### config.mk
export PLATFORM = sky130hd
export DESIGN_NAME = mem_bus_arbiter_flat
export DESIGN_NICKNAME = d
export VERILOG_FILES = /design/src/rtl/mem_bus_arbiter_if.sv /design/src/rtl/mem_bus_arbiter.sv /design/src/flat_wrapper.sv
export SDC_FILE = /design/constraint.sdc
export NUM_CORES = 1
export LEC_CHECK = 0
export CAP_MARGIN = 20
export CORE_MARGIN = 4
export CORE_UTILIZATION = 60
export DETAILED_ROUTE_END_ITERATION = 8
export DONT_BUFFER_PORTS = 1
export GPL_TIMING_DRIVEN = 0
export PLACE_DENSITY = 0.76
export RECOVER_POWER = 50
export SLEW_MARGIN = 15
export SYNTH_ARGS = -nofsm -noshare
export SYNTH_HDL_FRONTEND = slang
export SYNTH_SLANG_ARGS = --single-unit
### constraint.sdc
create_clock -name clk -period 4.74 [get_ports clk]
set_clock_uncertainty 0.2 [all_clocks]
set_input_delay 0.474 -clock clk [delete_from_list [all_inputs] [get_ports clk]]
set_output_delay 0.474 -clock clk [all_outputs]
set_load 0.05 [all_outputs]
### src/rtl/mem_bus_arbiter_if.sv
// External memory bus between the IF/MEM arbiter (master) and the memory slave.
// The arbiter drives cycle/strobe/address/data and reports watchdog terminations on bus_err_o.
interface mem_bus_arbiter_if;
    logic        bus_cyc_o;
    logic        bus_stb_o;
    logic        bus_we_o;
    logic [31:0] bus_addr_o;
    logic [3:0]  bus_sel_o;
    logic [31:0] bus_data_o;
    logic [31:0] bus_data_i;
    logic        bus_ack_i;
    logic        bus_err_o;

    modport master (
        output bus_cyc_o, bus_stb_o, bus_we_o, bus_addr_o, bus_sel_o, bus_data_o, bus_err_o,
        input  bus_data_i, bus_ack_i
    );

    modport slave (
        input  bus_cyc_o, bus_stb_o, bus_we_o, bus_addr_o, bus_sel_o, bus_data_o, bus_err_o,
        output bus_data_i, bus_ack_i
    );
endinterface

### src/rtl/mem_bus_arbiter.sv
// Single-outstanding memory bus arbiter for the IF and MEM pipeline ports (MEM has priority).
// Each port's result is held until its stage advances; a watchdog ends transactions the slave never acks.
module mem_bus_arbiter #(
    parameter int unsigned TIMEOUT = 255
) (
    input  logic        clk,
    input  logic        rst,
    input  logic        flush_i,
    input  logic        if_req_i,
    input  logic [31:0] if_addr_i,
    input  logic        if_stall_i,
    output logic [31:0] if_data_o,
    output logic        if_stallreq_o,
    input  logic        mem_req_i,
    input  logic        mem_we_i,
    input  logic [31:0] mem_addr_i,
    input  logic [3:0]  mem_sel_i,
    input  logic [31:0] mem_data_i,
    input  logic        mem_stall_i,
    output logic [31:0] mem_data_o,
    output logic        mem_stallreq_o,
    mem_bus_arbiter_if.master bus
);

    typedef enum logic [1:0] {
        ST_IDLE     = 2'd0,
        ST_IF_BUSY  = 2'd1,
        ST_MEM_BUSY = 2'd2
    } state_e;

    localparam logic [7:0] WDOG_LAST = 8'(TIMEOUT - 1);

    state_e      state_q, state_d;
    logic        cyc_q, cyc_d;
    logic        we_q, we_d;
    logic [31:0] addr_q, addr_d;
    logic [3:0]  sel_q, sel_d;
    logic [31:0] wdata_q, wdata_d;
    logic        err_q, err_d;
    logic [7:0]  wdog_q, wdog_d;
    logic        if_valid_q, if_valid_d;
    logic [31:0] if_buf_q, if_buf_d;
    logic        mem_valid_q, mem_valid_d;
    logic [31:0] mem_buf_q, mem_buf_d;
    logic [31:0] rdata_s;

    // Next-state logic: grant, completion/timeout, hold release and flush.
    always_comb begin
        state_d     = state_q;
        cyc_d       = cyc_q;
        we_d        = we_q;
        addr_d      = addr_q;
        sel_d       = sel_q;
        wdata_d     = wdata_q;
        err_d       = 1'b0;
        wdog_d      = wdog_q;
        if_valid_d  = if_valid_q & if_stall_i;
        mem_valid_d = mem_valid_q & mem_stall_i;
        if_buf_d    = if_buf_q;
        mem_buf_d   = mem_buf_q;
        rdata_s     = 32'h0;

        if (flush_i) begin
            // Flush discards any ack arriving in the same cycle.
            state_d     = ST_IDLE;
            cyc_d       = 1'b0;
            we_d        = 1'b0;
            wdog_d      = 8'd0;
            if_valid_d  = 1'b0;
            mem_valid_d = 1'b0;
        end else begin
            case (state_q)
                ST_IDLE: begin
                    if (mem_req_i && !mem_valid_q) begin
                        state_d = ST_MEM_BUSY;
                        cyc_d   = 1'b1;
                        we_d    = mem_we_i;
                        addr_d  = mem_addr_i;
                        sel_d   = mem_sel_i;
                        wdata_d = mem_data_i;
                        wdog_d  = 8'd0;
                    end else if (if_req_i && !if_valid_q) begin
                        state_d = ST_IF_BUSY;
                        cyc_d   = 1'b1;
                        we_d    = 1'b0;
                        addr_d  = if_addr_i;
                        sel_d   = 4'b1111;
                        wdata_d = 32'h0;
                        wdog_d  = 8'd0;
                    end else begin
                        state_d = ST_IDLE;
                    end
                end
                ST_IF_BUSY, ST_MEM_BUSY: begin
                    if (bus.bus_ack_i || (wdog_q == WDOG_LAST)) begin
                        rdata_s = (bus.bus_ack_i && !we_q) ? bus.bus_data_i : 32'h0;
                        err_d   = ~bus.bus_ack_i;
                        state_d = ST_IDLE;
                        cyc_d   = 1'b0;
                        we_d    = 1'b0;
                        if (state_q == ST_MEM_BUSY) begin
                            mem_valid_d = 1'b1;
                            mem_buf_d   = rdata_s;
                        end else begin
                            if_valid_d  = 1'b1;
                            if_buf_d    = rdata_s;
                        end
                    end else begin
                        wdog_d = wdog_q + 8'd1;
                    end
                end
                default: begin
                    state_d = ST_IDLE;
                    cyc_d   = 1'b0;
                    we_d    = 1'b0;
                end
            endcase
        end
    end

    // State and hold registers with synchronous reset.
    always_ff @(posedge clk) begin
        if (rst) begin
            state_q     <= ST_IDLE;
            cyc_q       <= 1'b0;
            we_q        <= 1'b0;
            addr_q      <= 32'h0;
            sel_q       <= 4'h0;
            wdata_q     <= 32'h0;
            err_q       <= 1'b0;
            wdog_q      <= 8'd0;
            if_valid_q  <= 1'b0;
            if_buf_q    <= 32'h0;
            mem_valid_q <= 1'b0;
            mem_buf_q   <= 32'h0;
        end else begin
            state_q     <= state_d;
            cyc_q       <= cyc_d;
            we_q        <= we_d;
            addr_q      <= addr_d;
            sel_q       <= sel_d;
            wdata_q     <= wdata_d;
            err_q       <= err_d;
            wdog_q      <= wdog_d;
            if_valid_q  <= if_valid_d;
            if_buf_q    <= if_buf_d;
            mem_valid_q <= mem_valid_d;
            mem_buf_q   <= mem_buf_d;
        end
    end

    assign bus.bus_cyc_o  = cyc_q;
    assign bus.bus_stb_o  = cyc_q;
    assign bus.bus_we_o   = we_q;
    assign bus.bus_addr_o = addr_q;
    assign bus.bus_sel_o  = sel_q;
    assign bus.bus_data_o = wdata_q;
    assign bus.bus_err_o  = err_q;

    assign if_stallreq_o  = if_req_i & ~if_valid_q;
    assign mem_stallreq_o = mem_req_i & ~mem_valid_q;
    assign if_data_o      = if_buf_q;
    assign mem_data_o     = mem_buf_q;

endmodule

### src/flat_wrapper.sv
// flat-port wrapper written by rule: the top's interface ports become plain ports
module mem_bus_arbiter_flat 
#(
    parameter int unsigned TIMEOUT = 255
)
  (clk, rst, flush_i, if_req_i, if_addr_i, if_stall_i, if_data_o, if_stallreq_o, mem_req_i, mem_we_i, mem_addr_i, mem_sel_i, mem_data_i, mem_stall_i, mem_data_o, mem_stallreq_o, bus_bus_cyc_o, bus_bus_stb_o, bus_bus_we_o, bus_bus_addr_o, bus_bus_sel_o, bus_bus_data_o, bus_bus_err_o, bus_bus_data_i, bus_bus_ack_i);
  mem_bus_arbiter_if bus_i ();
  input  logic clk;
  input  logic rst;
  input  logic flush_i;
  input  logic if_req_i;
  input  logic [31:0] if_addr_i;
  input  logic if_stall_i;
  output logic [31:0] if_data_o;
  output logic if_stallreq_o;
  input  logic mem_req_i;
  input  logic mem_we_i;
  input  logic [31:0] mem_addr_i;
  input  logic [3:0] mem_sel_i;
  input  logic [31:0] mem_data_i;
  input  logic mem_stall_i;
  output logic [31:0] mem_data_o;
  output logic mem_stallreq_o;
  output wire logic [$bits(bus_i.bus_cyc_o)-1:0] bus_bus_cyc_o;
  output wire logic [$bits(bus_i.bus_stb_o)-1:0] bus_bus_stb_o;
  output wire logic [$bits(bus_i.bus_we_o)-1:0] bus_bus_we_o;
  output wire logic [$bits(bus_i.bus_addr_o)-1:0] bus_bus_addr_o;
  output wire logic [$bits(bus_i.bus_sel_o)-1:0] bus_bus_sel_o;
  output wire logic [$bits(bus_i.bus_data_o)-1:0] bus_bus_data_o;
  output wire logic [$bits(bus_i.bus_err_o)-1:0] bus_bus_err_o;
  input wire logic [$bits(bus_i.bus_data_i)-1:0] bus_bus_data_i;
  input wire logic [$bits(bus_i.bus_ack_i)-1:0] bus_bus_ack_i;
  assign bus_bus_cyc_o = bus_i.bus_cyc_o;
  assign bus_bus_stb_o = bus_i.bus_stb_o;
  assign bus_bus_we_o = bus_i.bus_we_o;
  assign bus_bus_addr_o = bus_i.bus_addr_o;
  assign bus_bus_sel_o = bus_i.bus_sel_o;
  assign bus_bus_data_o = bus_i.bus_data_o;
  assign bus_bus_err_o = bus_i.bus_err_o;
  assign bus_i.bus_data_i = bus_bus_data_i;
  assign bus_i.bus_ack_i = bus_bus_ack_i;
  mem_bus_arbiter #(.TIMEOUT(TIMEOUT)) u_core (.clk(clk), .rst(rst), .flush_i(flush_i), .if_req_i(if_req_i), .if_addr_i(if_addr_i), .if_stall_i(if_stall_i), .if_data_o(if_data_o), .if_stallreq_o(if_stallreq_o), .mem_req_i(mem_req_i), .mem_we_i(mem_we_i), .mem_addr_i(mem_addr_i), .mem_sel_i(mem_sel_i), .mem_data_i(mem_data_i), .mem_stall_i(mem_stall_i), .mem_data_o(mem_data_o), .mem_stallreq_o(mem_stallreq_o), .bus(bus_i));
endmodule
=== After elaboration in Yosys (flattened, before gate mapping) ===
Index checks and enable logic that the tools add are counted.

* Add/sub/neg operators: 1
* Multipliers: 0
* Div/mod/pow operators: 0
* $lt $le $gt $ge: 0
* Equality and inequality tests: 6
* Shift-type cells: 0
* Mux-type cells: 28
* Bitwise logic cells: 11
* Reductions and logical operators: 18

{| class="wikitable"
|+ Operators by type and width
! operator !! number
|-
| two-way mux 32 bit || 5
|-
| two-way mux 8 bit || 3
|-
| case mux 8 bit (2 select lines) || 1
|-
| two-way mux 1 bit || 12
|-
| adder 8 x 1 -> 8 bit, second input constant || 1
|-
| == test 8 bit, second input constant || 1
|-
| two-way mux 4 bit || 2
|-
| AND reduction 4 bit || 2
|-
| NOT 1 bit || 7
|-
| AND reduction 3 bit || 2
|-
| bitwise AND 1 bit || 4
|-
| two-way mux 2 bit || 2
|-
| case mux 1 bit (2 select lines) || 2
|-
| case mux 2 bit (2 select lines) || 1
|-
| nonzero test 2 bit || 2
|-
| OR reduction 2 bit || 2
|-
| OR reduction 4 bit || 1
|-
| logical AND 1 bit || 3
|-
| zero test 1 bit || 3
|-
| inequality test 3 x 1 -> 1 bit, second input constant || 1
|-
| == test 2 x 1 -> 1 bit, second input constant || 1
|-
| == test 2 bit, second input constant || 1
|-
| zero test 2 bit || 1
|-
| inequality test 2 x 1 -> 1 bit, second input constant || 1
|-
| other kinds (3) || 3
|}

* Flip-flop bits (word level): 147
* Latch bits: 0
* Memory bits (writable): 0
* Memory bits (read-only): 0
* Bits of input ports: 141
* Memories: 0

=== Depth between registers and ports, before layout ===
* Word-level depth: 5
* Gate-level depth with buffers: 9
* Gate-level depth less buffers: 6

=== Least setup slack after synthesis ===
OpenSTA, ideal clock, no wires.

* Path type: input-to-output
* From: in mem_req_i
* To: out mem_stallreq_o
* Arrival: 1313 ps
* Setup slack: 2753 ps
* Stages on the path: 3
* Buffers on the path: 1
* Path through: nand2b_1 > inv_2 > clkbuf_1

* Cells in the longest elaborated chain, start to end: 1

{| class="wikitable"
|+ Ends and longest elaborated chain
! item !! RTL line !! RTL
|-
| start: declaration || flat_wrapper.sv:16 || <nowiki>input logic mem_req_i;</nowiki>
|-
| bitwise AND 1 bit || mem_bus_arbiter.sv:161 || <nowiki>assign mem_stallreq_o = mem_req_i & ~mem_valid_q;</nowiki>
|-
| end: declaration || flat_wrapper.sv:23 || <nowiki>output logic mem_stallreq_o;</nowiki>
|}

No other way between the ends.

=== Worst setup path in the final report ===
* From: reg u_core.state_q[0]
* To: reg u_core.addr_q[8], in the netlist u_core.bus.bus_addr_o[8]

* Cells in the longest elaborated chain, start to end: 2

{| class="wikitable"
|+ Ends and longest elaborated chain
! item !! RTL line !! RTL
|-
| start: declaration || mem_bus_arbiter.sv:33 || <nowiki>state_e state_q, state_d;</nowiki>
|-
| start signal: assignment || mem_bus_arbiter.sv:137 || <nowiki>state_q <= state_d;</nowiki>
|-
| zero test 2 bit || mem_bus_arbiter.sv:72 || <nowiki>case (state_q)</nowiki>
|-
| AND reduction 3 bit (no line) || n/a ||
|-
| end signal: assignment || mem_bus_arbiter.sv:140 || <nowiki>addr_q <= addr_d;</nowiki>
|-
| end: declaration || mem_bus_arbiter.sv:36 || <nowiki>logic [31:0] addr_q, addr_d;</nowiki>
|}

No other way between the ends.
A chain may end at the register's enable or synchronous reset.

==> impl_metrics.yaml <==
timing:
  report.final.slew_viol_count: 0
  timing.slew.headroom: 0.2908
  rsz0062_at_grt: "no"
  tns_ps: 0
  worst_pin_slew_ps: 1064
  setup_viol: 0
  fin_crit_sh: 0.6024
  hold_violations: 0
  whs_ps: 93.53
  fin_crit_ps: 2855
  fmax_ghz: 0.3502
critical_path:
  critPathArrivalTime_ps: 3110
  worst-setup-path-type: "flop to flop"
  cp_num_buf_inv: 6
  crit_chain: "inv_1, ha_1, buf_2, inv_1, a211oi_1, buf_2, buf_4, nor2_1, a311oi_1, dlygate4sd3_1"
  start_kind: "flop"
  crit_family: "buffers and inverters"
  worst-path-stages: 10
  cp.required_ps: 5000
  cp-end-kind: "flop"
  cp_slowest_cell: "dlygate4sd3_1"
  max_stage_delay_ps: 630
  regToRegSetupSlack_ps: 1880
  path_max_fanout: 10
  r2r_cells: 10
detailed_routing:
  ant_nets: 0
  vias: 5988
  drt_iter0_markers: 491
  wl_per_cell_microns: 21.75
  first_pass_iters: 5
  postRouteWirelength_microns: 21450
  remaining_drc_errors: 0
  viasPerCell: 6.073
finish:
  nFillCells: 534
  seq_area_sq_um: 2943
  diodes: 0
  fin_nets: 985
  multi_input_area_sq_um: 2791
  syn_to_final_growth_pct: 34.79
  layout-drive-gt1-share: 0.07855
yosys:
  ys_types: 41
  mappedNetlistArea_sq_um: 6078
  synth_nets: 829
  synth-seq-area-share: 0.4841
  postSynthCellCount: 684
  synth_warnings: 0
  synthesis.area_per_instance_sq_um: 8.886
  ys_ff_latch: 147
global_routing:
  antenna_found_initial: 0
  grt_pass1_vias: 6345
  grt_overflow: 0
  grt_max_degree: 17
  grt_util_all_layers: 0.3557
  grt_pass1_wl_microns: 32630
floorplanning:
  chipHeight_microns: 108.7
  io_pins: 279
  rows: 36
  start_util: 0.6190
  die-width_microns: 108.7
  die_area_sq_um: 11800
  core_sq_um: 9819
cts:
  clk_root_buffer_cell: "clkbuf_8"
  post-cts-setup-buffers: 0
  numCtsBuffers: 17
  cts_sinks: 147
  post_cts_resized: 0
  cts_tree: "built"
  clk_latency_ps: 510
  clkTransAtPathRegs_ps: 60
  htree_levels: 4
  cts_buffer_depth: 2
placement:
  gp_congestion: 0.8733
  dpl.hpwl_microns: 13230
  numPortBuffers: 0
min_path:
  hold_path.class: "input pin to flop"
  hold_depth: 3
power:
  leakagePower_nw: 3.251
  ir_drop_uv: 244.7
  power.density_nw_per_um2: 384.3
run:
  maxCapViolCount: 0
status:
  status: "completed"
==> worst reg2reg max path, stage by stage (launching register included) <==
cell and delay, ps:
dfxtp_1 310, inv_1 70, ha_1 140, buf_2 190
inv_1 80, a211oi_1 260, buf_2 290, buf_4 220
nor2_1 60, a311oi_1 350, dlygate4sd3_1 630
==> final cells by class <==
type	instances	area share
Multi-Input combinational cell	472	0.3407
Clock buffer	20	0.05315
Clock inverter	12	0.01878
Buffer	55	0.03589
Tap cell	133	0.02031
Timing Repair Buffer	137	0.1674
Sequential cell	147	0.3592
Inverter	10	0.004582
==> cell usage after synthesis (all sizes together) <==
cell    instances  area share
a211oi          1      0.0012
a21oi          42       0.035
a22oi           2      0.0025
a311oi         32       0.046
a31o            1      0.0014
and3            1      0.0010
buf            33       0.035
clkbuf         22       0.014
dfxtp         147        0.48
ha              4      0.0082
inv            10      0.0062
mux2i          65        0.11
nand2         135       0.083
nand2b         66       0.068
nand3          39       0.033
nand3b          1      0.0012
nand4           4      0.0051
nor2           40       0.025
nor2b           1      0.0010
nor3            9      0.0074
nor3b           1      0.0012
nor4            3      0.0031
o211ai          3      0.0045
o21a            2      0.0025
o21ai           6      0.0068
o311ai          1      0.0014
o31ai           4      0.0049
or2             2      0.0021
or3             2      0.0021
or4             4      0.0049
or4b            1      0.0016
==> worst paths after layout <==
path,startpoint,end
setup / recovery,u_core.state_q[0],u_core.bus.bus_addr_o[8]
hold / removal,flush_i,u_core.mem_data_o[1]
setup reg to reg,u_core.state_q[0],u_core.bus.bus_addr_o[8]
hold reg to reg,u_core.state_q[0],u_core.state_q[0]
==> through the flow <==
stage	worst slack [ps]	instance area, sq um	instances	utilization	power [mW]
after floorplan	2753	6078	684	-	1.635
after global placement	2484	6245	817	0.6360	1.685
after detailed placement	2464	6245	817	0.6360	1.695
after CTS	2077	8205	986	0.8356	3.123
after global routing	1757	8193	986	0.8344	3.236
final	1885	8193	986	0.8344	3.149
==> routing by layer <==
layer / wire length (microns) / vias up / GRT usage
li1: - / 2668 / -
met2: 10970 / 424 / 0.6425
met4: 904 / 0 / 0.1876
met3: 2314 / 84 / 0.1160
met5: 0 / - / 0
met1: 7267 / 2812 / 0.3635
==> what timing repair did <==
action / CTS / global route
endpoints found under the hold margin: 137 / 0
hold buffers: 137 / 0
endpoints found under the setup margin: 0 / 0
==> cells in the final DEF, fill, tap and decap left out, types with 3 or more instances in the layout <==
| cell type | n |
|---|---|
| nand3_1 | 38 |
| ha_1 | 4 |
| dfxtp_1 | 147 |
| clkinvlp_4 | 3 |
| nand2b_1 | 66 |
| nor4_1 | 3 |
| inv_1 | 9 |
| nor2_1 | 40 |
| nand4_1 | 3 |
| nand2_1 | 135 |
| mux2i_1 | 65 |
| o21ai_0 | 6 |
| bufinv_16 | 3 |
| or4_1 | 4 |
| dlygate4sd3_1 | 137 |
| clkbuf_1 | 25 |
| buf_8 | 3 |
| buf_2 | 22 |
| a311oi_1 | 32 |
| clkbuf_16 | 16 |
| nor3_1 | 9 |
| buf_4 | 5 |
| o31ai_1 | 4 |
| clkinv_2 | 3 |
| a21oi_1 | 42 |
==> sequential cells by signal (all words and copies together), names as in the netlist <==
name,count
u_core.bus.bus_addr_o,32
u_core.bus.bus_cyc_o,1
u_core.bus.bus_data_o,32
u_core.bus.bus_err_o,1
u_core.bus.bus_sel_o,4
u_core.bus.bus_we_o,1
u_core.if_data_o,32
u_core.if_valid_q,1
u_core.mem_data_o,32
u_core.mem_valid_q,1
u_core.state_q,2
u_core.wdog_q,8
==> logic make-up (layout without fill, tap and decap cells) <==
| group | count (synthesis) | after routing | share of synthesized area |
|---|---|---|---|
| flops | 147 | 147 | 0.4841 |
| mux | 65 | 65 | 0.1070 |
| fa+ha+maj | 4 | 4 | 0.008234 |
| compound gates | 94 | 94 | 0.1060 |
| buf+inv | 65 | 234 | 0.05475 |
| simple gates | 309 | 309 | 0.2398 |
==> report_power, final <==
group          total [mW]  switching (mW)  internal, mW
Clock                1.35           0.531         0.818
Combinational       0.337           0.176         0.161
Sequential           1.46           0.185          1.28
Total                3.15           0.892          2.26
No activity file was read; power rests on OpenSTA's default activity.
